## src/rtl/alu_control_mc.sv

```systemverilog
// alu_control_mc: ALU control decoder with an iterative multiply/divide
// sequencer, HI/LO result registers and a pipeline stall output.
// alu_sel, hilo_rd and illegal are combinational decodes of aluop/funct.
// The sequencer handles MULT/MULTU/DIV/DIVU in WIDTH cycles. Signed
// variants operate on magnitudes, and the signs are fixed up when the
// result is committed.
module alu_control_mc #(
   parameter int WIDTH = 32
) (
   input  logic             clk,
   input  logic             rst_n,
   input  logic             valid,
   input  logic [2:0]       aluop,
   input  logic [5:0]       funct,
   input  logic [WIDTH-1:0] src_a,
   input  logic [WIDTH-1:0] src_b,
   output logic [3:0]       alu_sel,
   output logic [1:0]       hilo_rd,
   output logic             illegal,
   output logic             md_busy,
   output logic             md_done,
   output logic             stall,
   output logic [WIDTH-1:0] hi,
   output logic [WIDTH-1:0] lo
);

   localparam int CW = $clog2(WIDTH);

   localparam logic [3:0] SEL_AND  = 4'b0000;
   localparam logic [3:0] SEL_OR   = 4'b0001;
   localparam logic [3:0] SEL_ADD  = 4'b0010;
   localparam logic [3:0] SEL_XOR  = 4'b0011;
   localparam logic [3:0] SEL_NOR  = 4'b0100;
   localparam logic [3:0] SEL_SUB  = 4'b0110;
   localparam logic [3:0] SEL_SLT  = 4'b0111;
   localparam logic [3:0] SEL_SLTU = 4'b1000;

   typedef enum logic [1:0] {
      ST_IDLE = 2'b00,
      ST_RUN  = 2'b01,
      ST_DONE = 2'b10
   } state_t;

   // Two's-complement magnitude when the operation is signed and the value is negative
   function automatic logic [WIDTH-1:0] magnitude(input logic [WIDTH-1:0] v,
                                                  input logic            is_signed);
      logic [WIDTH-1:0] r;
      if (is_signed && v[WIDTH-1]) begin
         r = ~v + {{(WIDTH-1){1'b0}}, 1'b1};
      end else begin
         r = v;
      end
      return r;
   endfunction

   state_t             state_r;
   logic [CW-1:0]      cnt_r;
   logic [1:0]         op_r;        // funct[1:0]: 00 MULT, 01 MULTU, 10 DIV, 11 DIVU
   logic               sign_a_r;
   logic               sign_b_r;
   logic [WIDTH-1:0]   a_raw_r;     // src_a as latched, used for divide-by-zero HI
   logic [WIDTH-1:0]   dvsr_r;      // multiplicand or divisor magnitude
   logic [2*WIDTH-1:0] work_r;      // {accumulator/remainder, multiplier/dividend->quotient}
   logic [WIDTH-1:0]   hi_r;
   logic [WIDTH-1:0]   lo_r;
   logic               busy_r;
   logic               done_r;

   logic [3:0]         sel_s;
   logic [1:0]         hilo_s;
   logic               undef_s;
   logic               md_op_s;
   logic               mf_op_s;
   logic               issue_signed_s;

   logic [WIDTH:0]     sum_s;
   logic [WIDTH:0]     shifted_s;
   logic [WIDTH:0]     diff_s;
   logic [2*WIDTH-1:0] step_s;
   logic [2*WIDTH-1:0] prod_neg_s;
   logic [WIDTH-1:0]   fin_hi_s;
   logic [WIDTH-1:0]   fin_lo_s;

   // ALU select, HI/LO read and op-class decode from aluop/funct
   always_comb begin
      sel_s   = SEL_ADD;
      hilo_s  = 2'b00;
      undef_s = 1'b0;
      md_op_s = 1'b0;
      mf_op_s = 1'b0;
      case (aluop)
         3'b000: begin
            case (funct)
               6'b100000: sel_s = SEL_ADD;
               6'b100010: sel_s = SEL_SUB;
               6'b100100: sel_s = SEL_AND;
               6'b100101: sel_s = SEL_OR;
               6'b100110: sel_s = SEL_XOR;
               6'b100111: sel_s = SEL_NOR;
               6'b101010: sel_s = SEL_SLT;
               6'b101011: sel_s = SEL_SLTU;
               6'b011000, 6'b011001, 6'b011010, 6'b011011: begin
                  sel_s   = SEL_ADD;
                  md_op_s = 1'b1;
               end
               6'b010000: begin
                  sel_s   = SEL_ADD;
                  hilo_s  = 2'b01;
                  mf_op_s = 1'b1;
               end
               6'b010010: begin
                  sel_s   = SEL_ADD;
                  hilo_s  = 2'b10;
                  mf_op_s = 1'b1;
               end
               default: begin
                  sel_s   = SEL_ADD;
                  undef_s = 1'b1;
               end
            endcase
         end
         3'b001:  sel_s = SEL_ADD;
         3'b010:  sel_s = SEL_SUB;
         3'b011:  sel_s = SEL_AND;
         3'b100:  sel_s = SEL_OR;
         3'b101:  sel_s = SEL_SLT;
         3'b110:  sel_s = SEL_XOR;
         3'b111:  sel_s = SEL_ADD;
         default: sel_s = SEL_ADD;
      endcase
   end

   assign alu_sel        = sel_s;
   assign hilo_rd        = hilo_s;
   assign illegal        = valid & undef_s;
   assign issue_signed_s = ~funct[0];
   assign stall          = valid & ((md_op_s & (state_r != ST_IDLE)) |
                                    (mf_op_s & (state_r == ST_RUN)));

   // One iteration of shift-add multiply or restoring divide
   always_comb begin
      sum_s     = {1'b0, work_r[2*WIDTH-1:WIDTH]};
      shifted_s = {work_r[2*WIDTH-1:WIDTH], work_r[WIDTH-1]};
      diff_s    = shifted_s - {1'b0, dvsr_r};
      step_s    = work_r;
      if (op_r[1]) begin
         if (!diff_s[WIDTH]) begin
            step_s = {diff_s[WIDTH-1:0], work_r[WIDTH-2:0], 1'b1};
         end else begin
            step_s = {shifted_s[WIDTH-1:0], work_r[WIDTH-2:0], 1'b0};
         end
      end else begin
         if (work_r[0]) begin
            sum_s = {1'b0, work_r[2*WIDTH-1:WIDTH]} + {1'b0, dvsr_r};
         end else begin
            sum_s = {1'b0, work_r[2*WIDTH-1:WIDTH]};
         end
         step_s = {sum_s, work_r[WIDTH-1:1]};
      end
   end

   // Sign fix-up and divide-by-zero override applied to the last iteration
   always_comb begin
      prod_neg_s = ~step_s + {{(2*WIDTH-1){1'b0}}, 1'b1};
      fin_hi_s   = step_s[2*WIDTH-1:WIDTH];
      fin_lo_s   = step_s[WIDTH-1:0];
      case (op_r)
         2'b00: begin
            if (sign_a_r ^ sign_b_r) begin
               fin_hi_s = prod_neg_s[2*WIDTH-1:WIDTH];
               fin_lo_s = prod_neg_s[WIDTH-1:0];
            end else begin
               fin_hi_s = step_s[2*WIDTH-1:WIDTH];
               fin_lo_s = step_s[WIDTH-1:0];
            end
         end
         2'b01: begin
            fin_hi_s = step_s[2*WIDTH-1:WIDTH];
            fin_lo_s = step_s[WIDTH-1:0];
         end
         2'b10: begin
            if (dvsr_r == {WIDTH{1'b0}}) begin
               fin_hi_s = a_raw_r;
               fin_lo_s = {WIDTH{1'b1}};
            end else begin
               if (sign_a_r ^ sign_b_r) begin
                  fin_lo_s = ~step_s[WIDTH-1:0] + {{(WIDTH-1){1'b0}}, 1'b1};
               end else begin
                  fin_lo_s = step_s[WIDTH-1:0];
               end
               if (sign_a_r) begin
                  fin_hi_s = ~step_s[2*WIDTH-1:WIDTH] + {{(WIDTH-1){1'b0}}, 1'b1};
               end else begin
                  fin_hi_s = step_s[2*WIDTH-1:WIDTH];
               end
            end
         end
         2'b11: begin
            if (dvsr_r == {WIDTH{1'b0}}) begin
               fin_hi_s = a_raw_r;
               fin_lo_s = {WIDTH{1'b1}};
            end else begin
               fin_hi_s = step_s[2*WIDTH-1:WIDTH];
               fin_lo_s = step_s[WIDTH-1:0];
            end
         end
         default: begin
            fin_hi_s = step_s[2*WIDTH-1:WIDTH];
            fin_lo_s = step_s[WIDTH-1:0];
         end
      endcase
   end

   // Sequencer FSM: operand capture, WIDTH iterations, HI/LO commit
   always_ff @(posedge clk or negedge rst_n) begin
      if (!rst_n) begin
         state_r  <= ST_IDLE;
         cnt_r    <= {CW{1'b0}};
         op_r     <= 2'b00;
         sign_a_r <= 1'b0;
         sign_b_r <= 1'b0;
         a_raw_r  <= {WIDTH{1'b0}};
         dvsr_r   <= {WIDTH{1'b0}};
         work_r   <= {(2*WIDTH){1'b0}};
         hi_r     <= {WIDTH{1'b0}};
         lo_r     <= {WIDTH{1'b0}};
         busy_r   <= 1'b0;
         done_r   <= 1'b0;
      end else begin
         case (state_r)
            ST_IDLE: begin
               done_r <= 1'b0;
               if (valid && md_op_s) begin
                  state_r  <= ST_RUN;
                  busy_r   <= 1'b1;
                  cnt_r    <= CW'(WIDTH - 1);
                  op_r     <= funct[1:0];
                  sign_a_r <= issue_signed_s & src_a[WIDTH-1];
                  sign_b_r <= issue_signed_s & src_b[WIDTH-1];
                  a_raw_r  <= src_a;
                  dvsr_r   <= magnitude(src_b, issue_signed_s);
                  work_r   <= {{WIDTH{1'b0}}, magnitude(src_a, issue_signed_s)};
               end else begin
                  state_r <= ST_IDLE;
                  busy_r  <= 1'b0;
               end
            end
            ST_RUN: begin
               work_r <= step_s;
               if (cnt_r == {CW{1'b0}}) begin
                  state_r <= ST_DONE;
                  busy_r  <= 1'b0;
                  done_r  <= 1'b1;
                  hi_r    <= fin_hi_s;
                  lo_r    <= fin_lo_s;
               end else begin
                  cnt_r <= cnt_r - CW'(1);
               end
            end
            ST_DONE: begin
               state_r <= ST_IDLE;
               busy_r  <= 1'b0;
               done_r  <= 1'b0;
            end
            default: begin
               state_r <= ST_IDLE;
               busy_r  <= 1'b0;
               done_r  <= 1'b0;
            end
         endcase
      end
   end

   assign md_busy = busy_r;
   assign md_done = done_r;
   assign hi      = hi_r;
   assign lo      = lo_r;

endmodule

```

## config.mk

```make
export PLATFORM = sky130hd
export DESIGN_NAME = alu_control_mc
export DESIGN_NICKNAME = d
export VERILOG_FILES = /design/src/rtl/alu_control_mc.sv
export SDC_FILE = /design/constraint.sdc
export NUM_CORES = 1
export LEC_CHECK = 0
export ABC_AREA = 0
export CAP_MARGIN = 15
export CELL_PAD_IN_SITES_DETAIL_PLACEMENT = 1
export CELL_PAD_IN_SITES_GLOBAL_PLACEMENT = 2
export CORE_MARGIN = 2
export CORE_UTILIZATION = 38
export CTS_CLUSTER_SIZE = 30
export DETAILED_ROUTE_END_ITERATION = 6
export PLACE_DENSITY = 0.88
export SLEW_MARGIN = 0
export SYNTH_ARGS = -nofsm -noshare
export SYNTH_HDL_FRONTEND = slang
export SYNTH_SLANG_ARGS = --single-unit
```

## constraint.sdc

```tcl
create_clock -name clk -period 12.15 [get_ports clk]
set_input_delay 2.43 -clock clk [delete_from_list [all_inputs] [get_ports clk]]
set_output_delay 2.43 -clock clk [all_outputs]
set_load 0.05 [all_outputs]
```

==> metrics.yaml <==
outcome: "completed"
place.gp.congestion: 0.981
drive_above_1_share_pct: 6.19
ant_nets: 0
final_util_pct: 44.1
rsz0062_at_grt: "false"
n_antenna_cell: 0
critPathArrivalTime_ps: 4850
start_kind: "primary input"
vias: 20200
synthArstFlopShare_pct: 100
wl_per_cell_um: 25.9
ys_seq_area_share_pct: 27.0
pin_count: 150
dp.cells: 3158
end_kind: "primary output"
finalCritPeriodShare_pct: 60.0
cts_sinks: 203
synth.top_cells.by_area: "dfrtp_1 27%, nand2_1 7.3%, o21ai_0 5.8%, xor2_1 4.8%, a21oi_1 4.7%"
cts_hold_buf: 0
drc_errors: 0
cts_tree: "done"
clk_latency_ps: 540
critical_path.max_fanout: 8
yosysTopAreaCell: "dfrtp_1"
synth_seq_cells: 203
maxSlewHeadroom_pct: 22.6
min_path_type: "reg2reg"
post_dp_cell_area_um2: 20800
netlist_area_um2: 18800
fillers: 6020
ir_drop_v: 0.000110
postCtsSetupBuffers: 0
dr.pass1.iters: 5
start_util_pct: 38.5
grt_antenna_before_repair: 0
power_mw: 4.97
skew_ps: 16.6
yosysTopAreaCellShare_pct: 27.0
gr-total-overflow: 0
core_area_um2: 49000
yosysWarnings: 0
grt_max_degree: 111
synth_ff_type: "dfrtp_1"
cts.reportedPaths.clkPinSlew_ps: 60
grt_pass1_wl_um: 125000
viasPerCell: 6.32
p_per_area_nw_per_um2: 230
synth_fp_nets: 2621
syn_area_per_cell_um2: 7.62
final_nets: 2669
drt-total-wl_um: 83000
setup_viol_count_final: 0
ys_types: 111
worst_pin_slew_ps: 1160
cts_made_buffers: 25
fmax_mhz: 137
netlist_instances: 2473
dp_hpwl_um: 63600
cts_resized: 0
drv_slew: 0
critPathKind: "in2out"
tns_ps: 0
grt_pass1_vias: 20200
stdcell_area_um2: 21600
track_usage_pct: 32.1
layout.cells.non_filler: 3202
cts-root-buf: "clkbuf_16"
clockBufferDepth: 3
hold_viol_final: 0
synthToLayoutAreaGrowth_pct: 14.5
die_x_um: 227
p_leak_nw: 8.78
min_period_ps: 7280
synth_edf_count: 0
numPortBuffers: 149
num_rows: 81
die-area_um2: 51400
cap_viol_max_count: 0
drtIter0Drc: 1903
die_y_um: 227
cp.required_ps: 9720
cts_max_level: 1
[layer usage]
metal	vias up	part of all wire [%]	GRT usage (%)
met5	-	0	0
met4	0	2.7	8.51
met3	115	7.2	4.55
met2	744	44	50.2
met1	10200	46	46.0
li1	9134	-	-
[Yosys cell counts, types with 7 or more instances]
cell / instances
nand2_1: 367
o21ai_0: 217
dfrtp_1: 203
nor2_1: 196
a21oi_1: 176
clkbuf_1: 118
xor2_1: 104
xnor2_1: 94
nand3_1: 76
ha_1: 70
inv_1: 67
nor3_1: 63
a31oi_1: 48
mux2i_1: 46
o211ai_1: 38
nor4_1: 30
o31ai_1: 29
a211oi_1: 26
a21o_1: 26
o22ai_1: 26
nand4_1: 24
buf_2: 22
or3_1: 22
o221ai_1: 19
nor2b_1: 18
nand2b_1: 16
a221oi_1: 15
buf_1: 15
o21ai_1: 15
and3_1: 14
and2_1: 13
o21a_1: 12
a211o_1: 11
o41ai_1: 11
or4_1: 11
a22o_1: 10
a22oi_1: 9
a311oi_1: 9
mux2_2: 9
nor3b_1: 9
nand3b_1: 7
o311a_1: 7
or2_2: 7
[flip-flops by register name, summed over array words and instances (netlist names)]
signal / cells
a_raw_r: 32
op_r: 2
sign_b_r: 1
cnt_r: 5
state_r: 2
hi: 32
lo: 32
work_r: 64
dvsr_r: 32
sign_a_r: 1
[stage by stage]
stage	hold slack, ps	setup WS [ps]
global route	508	4680
finish	479	4870
detailed placement	469	4850
CTS	483	4850
global placement	461	4840
floorplan	439	5560
[path summary, 6_finish.rpt]
path | from | end | slack, ps | depth (start not counted)
max | funct[2] | alu_sel[2] | 4870 | 8
min | lo[19]$_DFFE_PN0P_ | lo[19]$_DFFE_PN0P_ | 480 | 2
max reg2reg | work_r[31]$_DFFE_PN0P_ | hi[16]$_DFFE_PN0P_ | 5370 | 23
min reg2reg | lo[19]$_DFFE_PN0P_ | lo[19]$_DFFE_PN0P_ | 480 | 2
max in group asynchronous | rst_n | a_raw_r[23]$_DFFE_PN0P_ | 8780 | 2
min in group asynchronous | rst_n | dvsr_r[13]$_DFFE_PN0P_ | 1820 | 1
[cells by family after synthesis]
group | count (synthesis) | share of synthesized area [%]
AOI/OAI and AO/OA | 800 | 28.1
xor gates and xnor gates | 198 | 9.21
and+or+nand+nor | 911 | 22.7
buffers and inverters | 234 | 5.13
adders and majority gates | 72 | 4.86
muxes | 55 | 2.98
DFF | 203 | 27.0
[where the power goes]
group / switching (mW) / internal [mW] / total, mW
Sequential: 0.228 / 0.805 / 1.03
Clock: 0.315 / 0.438 / 0.752
Combinational: 2.09 / 1.10 / 3.18
[critical path, stage by stage]
cell and delay, ps:
clkdlybuf4s50_1 620, nor2b_1 290, nand2_1 80, o21ai_0 90, a31oi_1 100, or3_1 320, o21ai_0 90, clkdlybuf4s50_1 830
[final cells by class]
type / instances / area, µm² / area share (%)
multi-input combinational: 2036 / 12800 / 59.5
tap: 664 / 831 / 3.85
sequential: 203 / 5080 / 23.6
clock inverter: 11 / 109 / 0.505
timing repair buffer: 186 / 1770 / 8.23
inverter: 69 / 259 / 1.20
clock buffer: 33 / 686 / 3.18
[cell usage in the layout (no fill, tap or decap), types with 10 or more instances in the layout]
cell / count
a211oi_1: 26
mux2i_1: 46
a21oi_1: 176
and3_1: 14
ha_1: 70
nand3_1: 76
clkbuf_16: 25
a31oi_1: 48
o211ai_1: 38
nor2b_1: 17
inv_1: 66
o21a_1: 12
nor2_1: 194
o41ai_1: 11
nand2_1: 366
or4_1: 11
a22o_1: 10
o22ai_1: 26
and2_1: 13
o31ai_1: 29
buf_4: 37
a221oi_1: 15
a21o_1: 26
dfrtp_1: 201
xor2_1: 104
a211o_1: 11
nor3_1: 63
o221ai_1: 19
xnor2_1: 94
o21ai_0: 217
clkdlybuf4s50_1: 148
nor4_1: 29
or3_1: 22
nand4_1: 24
nand2b_1: 14
o21ai_1: 15
(Power assumes the default switching activity.)
